<file path="src/rtl/salamander_pkg.sv">
// Shared types and widths for the fetch stage and the downstream decoder.
package salamander_pkg;

  localparam int unsigned INSTR_W    = 6;
  localparam int unsigned EXEC_CNT_W = 4;

  typedef enum logic [1:0] {
    IDLE   = 2'd0,
    FETCH  = 2'd1,
    DECODE = 2'd2,
    EXEC   = 2'd3
  } fetch_state_t;

endpackage

</file>
<file path="src/rtl/instr_fetch_pc.sv">
// Program counter register: synchronous reset to RESET_PC, load has priority over increment.
module pc_counter #(
  parameter int unsigned PC_W     = 5,
  parameter int unsigned RESET_PC = 0
) (
  input  logic            clk,
  input  logic            rst,
  input  logic            inc,
  input  logic            load,
  input  logic [PC_W-1:0] load_val,
  output logic [PC_W-1:0] pc
);

  always_ff @(posedge clk) begin
    if (rst) begin
      pc <= PC_W'(RESET_PC);
    end else if (load) begin
      pc <= load_val;
    end else if (inc) begin
      pc <= pc + PC_W'(1);
    end
  end

endmodule

</file>
<file path="src/rtl/instr_fetch.sv">
// Fetch/sequencing stage: owns PC and IR, fetches over req/ack, strobes the decoder,
// then holds for a (stallable) execute phase before the next fetch.
module instr_fetch
  import salamander_pkg::*;
#(
  parameter int unsigned PC_W        = 5,
  parameter int unsigned RESET_PC    = 0,
  parameter int unsigned EXEC_CYCLES = 1
) (
  input  logic               CLK,
  input  logic               RST,
  input  logic               RUN,
  input  logic               HALT,
  input  logic               STALL,
  input  logic               JMP_EN,
  input  logic [PC_W-1:0]    JMP_ADDR,
  output logic               MEM_REQ,
  output logic [PC_W-1:0]    MEM_ADDR,
  input  logic [INSTR_W-1:0] MEM_RDATA,
  input  logic               MEM_ACK,
  output logic [INSTR_W-1:0] INSTR,
  output logic               ID_CE,
  output logic [PC_W-1:0]    PC,
  output logic               BUSY
);

  fetch_state_t          state;
  fetch_state_t          state_next;
  logic [EXEC_CNT_W-1:0] cnt;
  logic [EXEC_CNT_W-1:0] cnt_next;
  logic                  ir_load;
  logic                  pc_inc;
  logic                  pc_load;

  pc_counter #(
    .PC_W     (PC_W),
    .RESET_PC (RESET_PC)
  ) u_pc (
    .clk      (CLK),
    .rst      (RST),
    .inc      (pc_inc),
    .load     (pc_load),
    .load_val (JMP_ADDR),
    .pc       (PC)
  );

  assign MEM_ADDR = PC;

  // State, IR and exec counter; strobes are registered from the next state.
  always_ff @(posedge CLK) begin
    if (RST) begin
      state   <= IDLE;
      cnt     <= '0;
      INSTR   <= '0;
      MEM_REQ <= 1'b0;
      ID_CE   <= 1'b0;
      BUSY    <= 1'b0;
    end else begin
      state   <= state_next;
      cnt     <= cnt_next;
      if (ir_load) begin
        INSTR <= MEM_RDATA;
      end
      MEM_REQ <= (state_next == FETCH);
      ID_CE   <= (state_next == DECODE);
      BUSY    <= (state_next != IDLE);
    end
  end

  always_comb begin
    state_next = state;
    cnt_next   = cnt;
    ir_load    = 1'b0;
    pc_inc     = 1'b0;
    pc_load    = 1'b0;
    case (state)
      IDLE: begin
        if (RUN && !HALT) begin
          state_next = FETCH;
        end
      end
      FETCH: begin
        if (MEM_ACK) begin
          ir_load    = 1'b1;
          pc_inc     = 1'b1;
          state_next = DECODE;
        end
      end
      DECODE: begin
        cnt_next   = EXEC_CNT_W'(EXEC_CYCLES - 1);
        state_next = EXEC;
      end
      EXEC: begin
        // Jump and run/halt are only honoured on the final, unstalled exec cycle.
        if (cnt != '0) begin
          cnt_next = cnt - EXEC_CNT_W'(1);
        end else if (!STALL) begin
          pc_load    = JMP_EN;
          state_next = (HALT || !RUN) ? IDLE : FETCH;
        end
      end
      default: state_next = IDLE;
    endcase
  end

endmodule

</file>
<file path="config.mk">
export PLATFORM = sky130hd
export DESIGN_NAME = instr_fetch
export DESIGN_NICKNAME = d
export VERILOG_FILES = /design/src/rtl/salamander_pkg.sv /design/src/rtl/instr_fetch_pc.sv /design/src/rtl/instr_fetch.sv
export SDC_FILE = /design/constraint.sdc
export NUM_CORES = 1
export LEC_CHECK = 0
export CAP_MARGIN = 20
export CORE_UTILIZATION = 41
export DETAILED_ROUTE_END_ITERATION = 7
export PLACE_DENSITY = 0.76
export RECOVER_POWER = 100
export SLEW_MARGIN = 15
export SYNTH_ARGS = -nofsm -noshare
export SYNTH_HDL_FRONTEND = slang
export SYNTH_SLANG_ARGS = --single-unit
export TNS_END_PERCENT = 30
</file>
<file path="constraint.sdc">
create_clock -name CLK -period 1.91 [get_ports CLK]
set_clock_uncertainty 0.1 [all_clocks]
set_input_delay 0.191 -clock CLK [delete_from_list [all_inputs] [get_ports CLK]]
set_output_delay 0.191 -clock CLK [all_outputs]
set_load 0.03 [all_outputs]
</file>
==> results.yml <==
outcome:
  outcome: "complete, no violations"
synth:
  synth-simple-area-share: 0.268
  yosysSeqAreaShare: 0.438
  synth_fp_nets: 130
  ys_ff_latch: 20
  synthMuxAreaShare: 0
  synth_edf_count: 0
  syn_area_per_cell_um2: 8.30
  async_flop_share: 0
  netlist_area_um2: 913
  yosysUniqueCellTypes: 34
  syn_inst: 110
  synth-compound-area-share: 0.168
  synth_top_family_by_area: "simple AND/OR/NAND/NOR gates"
  synth_xor_area_frac: 0.0192
  synthAdderAreaFrac: 0.0274
  yosysWarningCount: 0
  synthFlopType: "dfxtp_1"
pwr:
  p_per_area_nw_per_um2: 723
  p_leak_nw: 0.534
  peakVddDrop_mv: 0.478
  power.total_uw: 953
cts:
  cts_hold_buf: 0
  cts_tree: "done"
  clk_pin_slew_ns: 0.12
  clock_path_buffers: 2
  cts_resized: 0
  post-cts-setup-buffers: 0
  clock-root-buffer: "clkbuf_4"
  clock_latency_ns: 0.31
  cts.sinks: 20
  numCtsBuffers: 3
  cts_max_level: 1
die:
  start_util: 0.452
  ios: 37
  num_rows: 16
  fp.dieH_um: 49.2
  dieArea_um2: 2420
  chipWidth_um: 49.2
  core_um2: 2020
route:
  avgRoutedWirePerCell_um: 11.9
  first_pass_iters: 4
  vias: 873
  drt_iter0_drc: 14
  vias_per_cell: 5.11
  routedLengthMet1_um: 973
  drtAntennaViolNets: 0
  met3_length_um: 110
  top_layer: "met4"
  finalWirelength_um: 2030
  drcViolationCount: 0
  routed-wl-met2_um: 923
place:
  routabilityCongestion: 0.803
  io_buffers: 36
  place_hpwl_um: 1480
  dp.cells: 167
critical_path:
  slowest_stage: "dlygate4sd3_1"
  critPathMaxFanout: 5
  critPathMaxStageDelay_ns: 0.76
  worst_ep_required_time_ns: 1.62
  path_class: "flip-flop to output pin"
  path_cells: "dlygate4sd3_1"
  crit_buf_inv: 1
  crit_family: "buffers and inverters"
  start_kind: "flip-flop"
  end_kind: "output pin"
  arrival_ns: 1.51
flow_run:
  drv_cap: 0
global_routing:
  grt_usage: 0.171
  grt-ovfl-total: 0
  antenna_found_initial: 0
  grt_pass1_vias: 785
  grt_pass1_wl_um: 3260
  grt_max_degree: 13
timing:
  fmaxAchievable_mhz: 557
  slew_headroom: 0.764
  worst_slew_pin_slew_ns: 0.353
  rsz0062_at_grt: "no"
  setup_viol: 0
  final.period_utilization: 0.940
  setup_tns_ns: 0
  fin_crit_ns: 1.80
  slew_viol_final: 0
  hold_violations: 0
layout:
  drive_above_1_share: 0.0694
  mostFrequentLayoutCells: "dfxtp_1 (20), dlygate4sd3_1 (19), nand2_1 (17), clkdlybuf4s50_1 (17)"
  layout_commonest_cell: "dfxtp_1"
  syn2layout_area_growth_pct: 44.4
  final_cells: 171
  fin_nets: 165
  diodes: 0
  nFillCells: 170
min_path:
  hp-class: "primary input to flip-flop"
kinds of logic after synthesis:
| family | count (synthesis) |
|---|---|
| AND/OR/NAND/NOR | 48 |
| flip-flops | 20 |
| AO/OA/AOI/OAI | 26 |
| XOR/XNOR | 2 |
| adder cells (fa/ha/maj) | 2 |
| buffers and inverters | 12 |
final cells by class:
cell class / instances / area (µm²) / area share
clock buffer: 3 / 22.5 / 0.0171
clock inverter: 1 / 30.0 / 0.0228
inverter: 4 / 15.0 / 0.0114
multi-input combinational: 78 / 442 / 0.335
sequential: 20 / 400 / 0.304
tap: 27 / 33.8 / 0.0256
timing repair buffer: 38 / 375 / 0.285
final timing paths:
kind,slack [ns],endpoint,cells after the start,startpoint
setup reg to reg,0.19,u_pc.pc[3]$_SDFFE_PP0P_,6,cnt[0]$_SDFFE_PP0P_
hold / removal,0.32,INSTR[5]$_SDFFE_PP0P_,3,MEM_RDATA[5]
setup / recovery,0.11,PC[2],1,u_pc.pc[2]$_SDFFE_PP0P_
hold reg to reg,0.36,INSTR[5]$_SDFFE_PP0P_,2,INSTR[5]$_SDFFE_PP0P_
registers in the layout, summed over array words and instances (netlist names):
name	flops
ID_CE	1
u_pc.pc	5
BUSY	1
state	2
cnt	4
MEM_REQ	1
INSTR	6
cells in the mapped netlist (2+ instances only):
cell / instances / area, µm²
nor2_1: 12 / 45.0
a21oi_1: 12 / 60.1
a211oi_1: 3 / 22.5
inv_1: 4 / 15.0
dfxtp_1: 20 / 400
nor3_1: 3 / 15.0
buf_4: 5 / 37.5
ha_1: 2 / 25.0
nand2_1: 17 / 63.8
nand3_1: 3 / 15.0
o21ai_0: 5 / 25.0
a31oi_1: 2 / 12.5
worst min-delay path: stages:
cell	delay [ns]
clkdlybuf4s50_1	0.39
nand2_1	0.05
a21oi_1	0.05
metrics by stage:
step,utilization,hold WS [ns],instance area [µm²],worst slack (ns)
2_1_floorplan,-,0.227,913,0.358
3_3_place_gp,0.626,0.344,1270,0.294
3_5_place_dp,0.626,0.351,1270,0.235
4_1_cts,0.652,0.315,1320,0.170
5_1_grt,0.652,0.326,1320,0.0585
6_report,0.652,0.321,1320,0.114
power breakdown:
group	leakage [nW]	switching, mW	internal (mW)
Clock	0.0279	0.138	0.212
Combinational	0.344	0.0793	0.0746
Sequential	0.162	0.0151	0.434
Total	0.534	0.232	0.721
routing by layer:
metal / track usage / vias to the layer above
li1: - / 448
met1: 0.207 / 394
met2: 0.295 / 29
met3: 0.0312 / 2
met4: 0.0735 / 0
met5: 0 / -
Power figures use the tool's default switching activity.
